`src/rtl/rng_sched_pkg.sv`:
```
// Shared types for the TRNG parameter-sweep sequencer.
package rng_sched_pkg;

  localparam int DW = 32;

  typedef enum logic [3:0] {
    IDLE, SETTLE, GO, WAIT_RUN, RUN_ST, DRAIN, CAPTURE, EMIT, ABORT_WAIT
  } state_t;

  typedef struct packed {
    logic [DW-1:0] param;
    logic [DW-1:0] stats;
    logic          timeout;
    logic          over;
  } result_t;

endpackage

```
`src/rtl/rng_sched_timer.sv`:
```
// Loadable down-counter; sticks at zero and flags it. Reused for settle and timeout.
module rng_sched_timer #(
  parameter int W = 32
) (
  input  logic         CLK,
  input  logic         RST,
  input  logic         load_i,
  input  logic [W-1:0] val_i,
  output logic         zero_o
);

  logic [W-1:0] cnt_q;

  always_ff @(posedge CLK or posedge RST) begin
    if (RST)                cnt_q <= '0;
    else if (load_i)        cnt_q <= val_i;
    else if (cnt_q != '0)   cnt_q <= cnt_q - 1'b1;
  end

  assign zero_o = (cnt_q == '0);

endmodule

```
`src/rtl/rng_sweep_sched.sv`:
```
// Steps the TRNG parameter across a range, one GO/RUN/STATS cycle per step,
// and streams one {param, stats} result beat per step.
module rng_sweep_sched
  import rng_sched_pkg::*;
#(
  parameter int STEP_W   = 16,
  parameter int SETTLE_W = 16,
  parameter int TMO_W    = 32
) (
  input  logic                CLK,
  input  logic                RST,
  input  logic                SWEEP_START,
  input  logic                SWEEP_ABORT,
  input  logic [31:0]         PARAM_BASE,
  input  logic [31:0]         PARAM_STEP,
  input  logic [STEP_W-1:0]   NUM_STEPS,
  input  logic [31:0]         BYTES_PER_STEP,
  input  logic [SETTLE_W-1:0] SETTLE_CYCLES,
  input  logic [TMO_W-1:0]    TIMEOUT_CYCLES,
  output logic                RNG_GO,
  output logic                RNG_STOP,
  input  logic                RNG_RUN,
  input  logic                RNG_OVER,
  output logic [31:0]         RNG_SEND_BYTES,
  output logic [31:0]         RNG_PARAMETER,
  input  logic [31:0]         RNG_STATS,
  output logic [63:0]         RES_TDATA,
  output logic [1:0]          RES_TUSER,
  output logic                RES_TLAST,
  output logic                RES_TVALID,
  input  logic                RES_TREADY,
  output logic                SWEEP_BUSY,
  output logic                SWEEP_DONE,
  output logic                SWEEP_ABORTED,
  output logic                ERR_TIMEOUT,
  output logic [STEP_W-1:0]   STEP_IDX
);

  state_t              state_q, state_d;
  logic [31:0]         param_q, param_d;
  logic [STEP_W-1:0]   idx_q, idx_d;
  result_t             res_q, res_d;
  logic                tflag_q, tflag_d;
  logic                done_q, done_d, abrt_q, abrt_d, errt_q, errt_d;
  logic [31:0]         pstep_q, bytes_q;
  logic [STEP_W-1:0]   nsteps_q;
  logic [SETTLE_W-1:0] settle_q;
  logic [TMO_W-1:0]    tmo_q;

  logic             tmr_load, tmr_zero, stop;
  logic [TMO_W-1:0] tmr_val;
  logic             start_ok, is_last, tmo_exp;

  assign start_ok = (state_q == IDLE) && SWEEP_START && !SWEEP_ABORT;
  assign is_last  = (idx_q == nsteps_q - 1'b1);
  assign tmo_exp  = (tmo_q != '0) && tmr_zero;

  rng_sched_timer #(.W(TMO_W)) u_tmr (
    .CLK(CLK), .RST(RST), .load_i(tmr_load), .val_i(tmr_val), .zero_o(tmr_zero)
  );

  always_comb begin
    state_d  = state_q;
    param_d  = param_q;
    idx_d    = idx_q;
    res_d    = res_q;
    tflag_d  = tflag_q;
    done_d   = done_q;
    abrt_d   = abrt_q;
    errt_d   = errt_q;
    tmr_load = 1'b0;
    tmr_val  = '0;
    stop     = 1'b0;
    case (state_q)
      IDLE: if (start_ok) begin
        done_d = 1'b0;
        abrt_d = 1'b0;
        errt_d = 1'b0;
        if (NUM_STEPS == '0) done_d = 1'b1;
        else begin
          param_d = PARAM_BASE;
          idx_d   = '0;
          // zero settle goes straight to GO so GO lands SETTLE+1 cycles after START
          if (SETTLE_CYCLES == '0) state_d = GO;
          else begin
            state_d  = SETTLE;
            tmr_load = 1'b1;
            tmr_val  = TMO_W'(SETTLE_CYCLES - 1'b1);
          end
        end
      end
      SETTLE: if (tmr_zero) state_d = GO;
      GO: begin
        tmr_load = 1'b1;
        tmr_val  = tmo_q - 1'b1;
        tflag_d  = 1'b0;
        state_d  = WAIT_RUN;
      end
      WAIT_RUN, RUN_ST: begin
        if (state_q == RUN_ST && !RNG_RUN) state_d = CAPTURE;
        else if (tmo_exp) begin
          stop    = 1'b1;
          tflag_d = 1'b1;
          errt_d  = 1'b1;
          state_d = DRAIN;
        end else if (state_q == WAIT_RUN && RNG_RUN) state_d = RUN_ST;
      end
      DRAIN:   if (!RNG_RUN) state_d = CAPTURE;
      CAPTURE: begin
        res_d   = '{param: param_q, stats: RNG_STATS, timeout: tflag_q, over: RNG_OVER};
        state_d = EMIT;
      end
      EMIT: if (RES_TREADY) begin
        if (is_last) begin
          done_d  = 1'b1;
          state_d = IDLE;
        end else begin
          param_d = param_q + pstep_q;
          idx_d   = idx_q + 1'b1;
          if (settle_q == '0) state_d = GO;
          else begin
            state_d  = SETTLE;
            tmr_load = 1'b1;
            tmr_val  = TMO_W'(settle_q - 1'b1);
          end
        end
      end
      ABORT_WAIT: if (!RNG_RUN) begin
        done_d  = 1'b1;
        abrt_d  = 1'b1;
        state_d = IDLE;
      end
      default: state_d = IDLE;
    endcase

    // A GO already issued means the core may be starting even with RUN still low.
    if (SWEEP_ABORT && state_q != IDLE && state_q != ABORT_WAIT) begin
      param_d  = param_q;
      idx_d    = idx_q;
      tmr_load = 1'b0;
      if (RNG_RUN || state_q == GO || state_q == WAIT_RUN) begin
        stop    = 1'b1;
        state_d = ABORT_WAIT;
      end else begin
        done_d  = 1'b1;
        abrt_d  = 1'b1;
        state_d = IDLE;
      end
    end
  end

  always_ff @(posedge CLK or posedge RST) begin
    if (RST) begin
      state_q  <= IDLE;
      param_q  <= '0;
      idx_q    <= '0;
      res_q    <= '0;
      tflag_q  <= 1'b0;
      done_q   <= 1'b0;
      abrt_q   <= 1'b0;
      errt_q   <= 1'b0;
      pstep_q  <= '0;
      bytes_q  <= '0;
      nsteps_q <= '0;
      settle_q <= '0;
      tmo_q    <= '0;
    end else begin
      state_q <= state_d;
      param_q <= param_d;
      idx_q   <= idx_d;
      res_q   <= res_d;
      tflag_q <= tflag_d;
      done_q  <= done_d;
      abrt_q  <= abrt_d;
      errt_q  <= errt_d;
      if (start_ok) begin
        pstep_q  <= PARAM_STEP;
        bytes_q  <= BYTES_PER_STEP;
        nsteps_q <= NUM_STEPS;
        settle_q <= SETTLE_CYCLES;
        tmo_q    <= TIMEOUT_CYCLES;
      end
    end
  end

  assign RNG_GO         = (state_q == GO);
  assign RNG_STOP       = stop;
  assign RNG_SEND_BYTES = bytes_q;
  assign RNG_PARAMETER  = param_q;
  assign RES_TDATA      = {res_q.param, res_q.stats};
  assign RES_TUSER      = {res_q.timeout, res_q.over};
  assign RES_TVALID     = (state_q == EMIT);
  assign RES_TLAST      = (state_q == EMIT) && is_last;
  assign SWEEP_BUSY     = (state_q != IDLE);
  assign SWEEP_DONE     = done_q;
  assign SWEEP_ABORTED  = abrt_q;
  assign ERR_TIMEOUT    = errt_q;
  assign STEP_IDX       = idx_q;

endmodule

```
`config.mk`:
```
export PLATFORM = sky130hd
export DESIGN_NAME = rng_sweep_sched
export DESIGN_NICKNAME = d
export VERILOG_FILES = /design/src/rtl/rng_sched_pkg.sv /design/src/rtl/rng_sched_timer.sv /design/src/rtl/rng_sweep_sched.sv
export SDC_FILE = /design/constraint.sdc
export NUM_CORES = 1
export LEC_CHECK = 0
export CORE_AREA = 4 4 172 174
export DETAILED_ROUTE_END_ITERATION = 12
export DIE_AREA = 0 0 176 178
export PLACE_DENSITY = 0.83
export RECOVER_POWER = 50
export SYNTH_ARGS = -nofsm -noshare
export SYNTH_HDL_FRONTEND = slang
export SYNTH_SLANG_ARGS = --single-unit
```
`constraint.sdc`:
```
create_clock -name CLK -period 23.2 [get_ports CLK]
set_input_delay 2.32 -clock CLK [delete_from_list [all_inputs] [get_ports CLK]]
set_output_delay 2.32 -clock CLK [all_outputs]
set_load 0.05 [all_outputs]
```
# [Yosys cells after proc, flatten, opt, wreduce, memory -nomap -nowiden]
# Index checks and enable logic that the tools add are counted.
[word_totals] ff_bits=282 inputBits=199 output_inout_bits=154 word_cells=142
[op_classes] addsub=7 n_eq_ne=23 muxes=65 bitwise=1 n_reduce_logical=29
[op_table] op="32-bit 2-to-1 mux" n=12
[op_table] op="32-bit case mux with 3 select lines" n=1
[op_table] op="16-bit 2-to-1 mux" n=4
[op_table] op="32-bit case mux with 2 select lines" n=1
[op_table] op="32-bit nonzero test" n=2
[op_table] op="32-bit by 1-bit subtractor with 32-bit output, second input constant" n=2
[op_table] op="16-bit zero test" n=3
[op_table] op="4-bit 2-to-1 mux" n=11
[op_table] op="16-bit by 1-bit subtractor with 17-bit output, second input constant" n=2
[op_table] op="32-bit adder" n=1
[op_table] op="32-bit zero test" n=1
[op_table] op="16-bit case mux with 2 select lines" n=1
[op_table] op="4-bit case mux with 8 select lines" n=1
[op_table] op="1-bit 2-to-1 mux" n=26
[op_table] op="16-bit by 1-bit adder with 16-bit output, second input constant" n=1
[op_table] op="16-bit equality test" n=1
[op_table] op="4-bit by 3-bit equality test with 1-bit output, second input constant" n=4
[op_table] op="16-bit by 1-bit subtractor with 16-bit output, second input constant" n=1
[op_table] op="2-bit inequality test, second input constant" n=5
[op_table] op="3-bit inequality test, second input constant" n=3
[op_table] op="4-bit by 2-bit equality test with 1-bit output, second input constant" n=2
[op_table] op="1-bit logical AND" n=8
[op_table] op="2-bit nonzero test" n=4
[op_table] op="7-bit AND reduction" n=1
[op_table] op="19 further kinds" n=27

# [Longest topological paths before layout]
[depth] ltp_word=7 mapped_depth=13 depth_no_buf=12

# [Cells and area by module]
# Synthesis repeated with hierarchy kept, for this count alone.
[unflattened] hier_cells=1714 area_unflattened_um2=15293.4
[modules_own_cells] mod="rng_sweep_sched" n_inst=1 cells_each=1518 area_per_inst_um2=13456.7 seq_area_each_um2=6256.0
[modules_own_cells] mod="rng_sched_timer" n_inst=1 cells_each=196 area_per_inst_um2=1836.8 seq_area_each_um2=800.8

# [Least setup slack after synthesis]
# Ideal clock, no wire load.
[synth_path] kind="in2out" startpoint="input SWEEP_ABORT" endpoint="output RNG_STOP" arrival_time_ps=3625 required_time_ps=20880 path_slack_ps=17255 stages=3 path_buffers=1 path_cell_list="nand2b_1 clkbuf_1 o21ai_0"
[synth_between] elab_chain_cells=3
[synth_lines] element="from (decl)" line="rng_sweep_sched.sv:13" source="input logic SWEEP_ABORT,"
[synth_lines] element="1-bit logical AND (2 in series)" line="rng_sweep_sched.sv:137" source="if (SWEEP_ABORT && state_q != IDLE && state_q != ABORT_WAIT) begin"
[synth_lines] element="1-bit 2-to-1 mux" line="rng_sweep_sched.sv:137"
[synth_lines] element="to (decl)" line="rng_sweep_sched.sv:21" source="output logic RNG_STOP,"
# Every way passes these cells.

==> flow_summary.yaml <==
power:
  power_switching_mw: 1.38
  peakVddDrop_v: 0.000108
  p_int_mw: 1.70
  seqPwrFrac: 0.302
  leakagePower_nw: 8.49
  swShare: 0.447
  p_comb_frac: 0.524
  clockPowerShare: 0.174
  power.density_mw_per_mm2: 152
cts:
  path_clk_slew_ns: 0.06
  cts_setup_buffers: 0
  cts_tree: "done"
  cts_root_buffer: "clkbuf_16"
  cts_buffers: 31
  cts_sinks: 282
  worst_skew_pair.late_latency_ns: 0.56
  cts_max_path_buffers: 3
  holdBufCountCts: 0
  cts-resized-gates: 0
  htreeDepth: 1
die:
  core_area_mm2: 0.0278
  design.die.area_mm2: 0.0313
  rows: 61
  num_io_pins: 353
  start_util: 0.551
  die_h_um: 178
  die_x_um: 176
synth:
  synth_edf_count: 0
  async_flop_share: 1.00
  synth_flop_cell: "dfrtp_1"
  synth_top_family_by_area: "multiplexers"
  synth-simple-area-share: 0.143
  syn-num-nets: 1678
  yosysTopAreaCell: "dfrtp_1"
  yosysTopAreaCellShare: 0.461
  synth.area.mux_share: 0.156
  syn_area_mm2: 0.0153
  synth-seq-area-share: 0.461
  synth_fa_ha_area_frac: 0.0316
  yosys-top-cells-area: "dfrtp_1, mux2_2, xnor2_1"
  synth-xor-area-share: 0.0773
  ys_top_cells_by_count: "dfrtp_1, mux2_2, nand2_1, nor2_1, xnor2_1"
  synth_compound_area_frac: 0.106
  synth_cell_types: 73
  yosysMostFrequentCell: "dfrtp_1"
  synth.ff_latch_count: 282
  yosysWarnings: 0
  synthCells: 1441
  syn_area_per_cell_um2: 10.6
grt:
  grt_pass1_vias: 13100
  overflow: 0
  antenna_found_initial: 5
  grt_usage: 0.273
  grt_pass1_wl_um: 69800
  grt_max_degree: 141
worst_setup_path:
  setup.worst_path.end_class: "asynchronous set/reset pin"
  critPathLaunchType: "input pin"
  worstPathArrival_ns: 8.68
  regToRegSetupSlack_ns: 17.99
  r2r-end: "pstep_q[4]"
  critPathRequiredTime_ns: 23.21
  startpoint: "RST"
  r2r_start: "state_q[1]"
  critPathMaxFanout: 140
  worstSetupPathType: "in2async"
  reg2reg_depth: 5
timing:
  maxSlewHeadroom: -3.11
  fin_setup_tns_ns: 0
  fin_crit_sh: 0.374
  fmax_mhz: 115
  skew_ns: 0.0108
  setup_violations: 0
  layout_min_cycle_time_ns: 8.67
  hold_violations: 0
  rsz0062_at_grt: "false"
  slew_violations: 382
  worst_slew_pin_slew_ns: 6.13
layout:
  fill_cells: 2024
  fin_cells: 2174
  area_delta_synth_final_pct: 32.1
  drive_gt1_frac: 0.156
  final_nets: 2007
place:
  dp.cells: 2115
  finalWeightedCongestion: 0.910
  port_buffers: 352
  post-dp-hpwl_um: 31600
min_path:
  hold_depth: 2
  hp-class: "reg2reg"
  hold_path_end: "tflag_q"
  min_from: "tflag_q"
job:
  max_cap_viol_count: 5
drt:
  routed_via_density: 5.83
  drc: 0
  routedWlPerCell_um: 20.3
  drt-initial-drc-count: 855
  first_pass_iters: 9
  vias: 12700
  wl_um: 44200
  postRouteAntennaNets: 0
status:
  status: "finished, violations left"
  violations: "max-capacitance violations, max-slew violations"
## registers in the layout (all words and copies together), names as in the netlist
name	cells
RES_TDATA	64
STEP_IDX	16
tmo_q	32
SWEEP_ABORTED	1
RNG_SEND_BYTES	32
nsteps_q	16
RNG_PARAMETER	32
settle_q	16
SWEEP_DONE	1
pstep_q	32
RES_TUSER	2
tflag_q	1
state_q	4
u_tmr.cnt_q	32
ERR_TIMEOUT	1
## routing by layer
metal	track usage	wire length, um
met2	0.477	22400
met4	0.0786	1260
met1	0.342	17500
met5	0	34
met3	0.0615	2980
## area by class of cell
class                      count  area, um^2  share of cell area
multi-input combinational   1063        7870               0.389
sequential                   282        7060               0.349
timing repair buffer         363        3590               0.177
clock buffer                  39         856              0.0423
tap                          378         473              0.0234
clock inverter                18         265              0.0131
inverter                      29         110             0.00545
antenna                        2        5.00            0.000248
## critical path: stages
cell	delay [ns]
dlygate4sd3_1	0.54
clkinvlp_2	3.37
clkbuf_1	2.26
## placed cells by master, fill, tap and decap left out, types with 21 or more instances in the layout
cell type	count
xor2_1	67
nor3_1	38
xnor2_1	68
dfrtp_1	282
mux2i_1	21
clkdlybuf4s50_1	326
mux2_2	191
inv_1	27
dlygate4sd3_1	26
clkbuf_16	31
nor2_1	97
a21oi_1	56
nand2_1	121
o21ai_0	47
nand3_1	42
nor4_1	27
a31oi_1	23
ha_1	37
## power by group through the flow
stage,clock [mW],combinational [mW],sequential [mW]
2_1_floorplan,0,0.782,1.25
3_3_place_gp,0,1.56,0.913
3_5_place_dp,0,1.59,0.928
4_1_cts,0.544,1.61,0.927
5_1_grt,0.564,1.72,0.960
6_report,0.536,1.61,0.930
## cell families after synthesis
family	Yosys count
buffers and inverters	96
multiplexers	214
AO/OA/AOI/OAI	241
adder cells (fa/ha/maj)	38
AND/OR/NAND/NOR	435
XOR/XNOR	135
flip-flops	282
## worst max path at each step
stage                      end  slack, ns  cells past startpoint
3_3_place_gp          RNG_STOP      16.55                      4
3_5_place_dp          RNG_STOP      16.53                      4
5_1_grt            nsteps_q[5]      13.13                      3
2_1_floorplan      ERR_TIMEOUT      13.10                      1
4_1_cts               RNG_STOP      16.15                      8
6_report       u_tmr.cnt_q[15]      14.53                      3
## per-stage QoR
step	instance area, um^2	hold WS (ns)	worst slack, ns	power, mW	util
floorplan	15300	0.441	13.10	2.03	-
global placement	19100	0.463	16.55	2.48	0.688
detailed placement	19100	0.469	16.53	2.52	0.688
CTS	20200	0.484	16.15	3.08	0.729
global route	20200	0.512	13.13	3.25	0.728
finish	20200	0.482	14.53	3.08	0.728
Note: power is estimated with default switching activity, not from simulation.
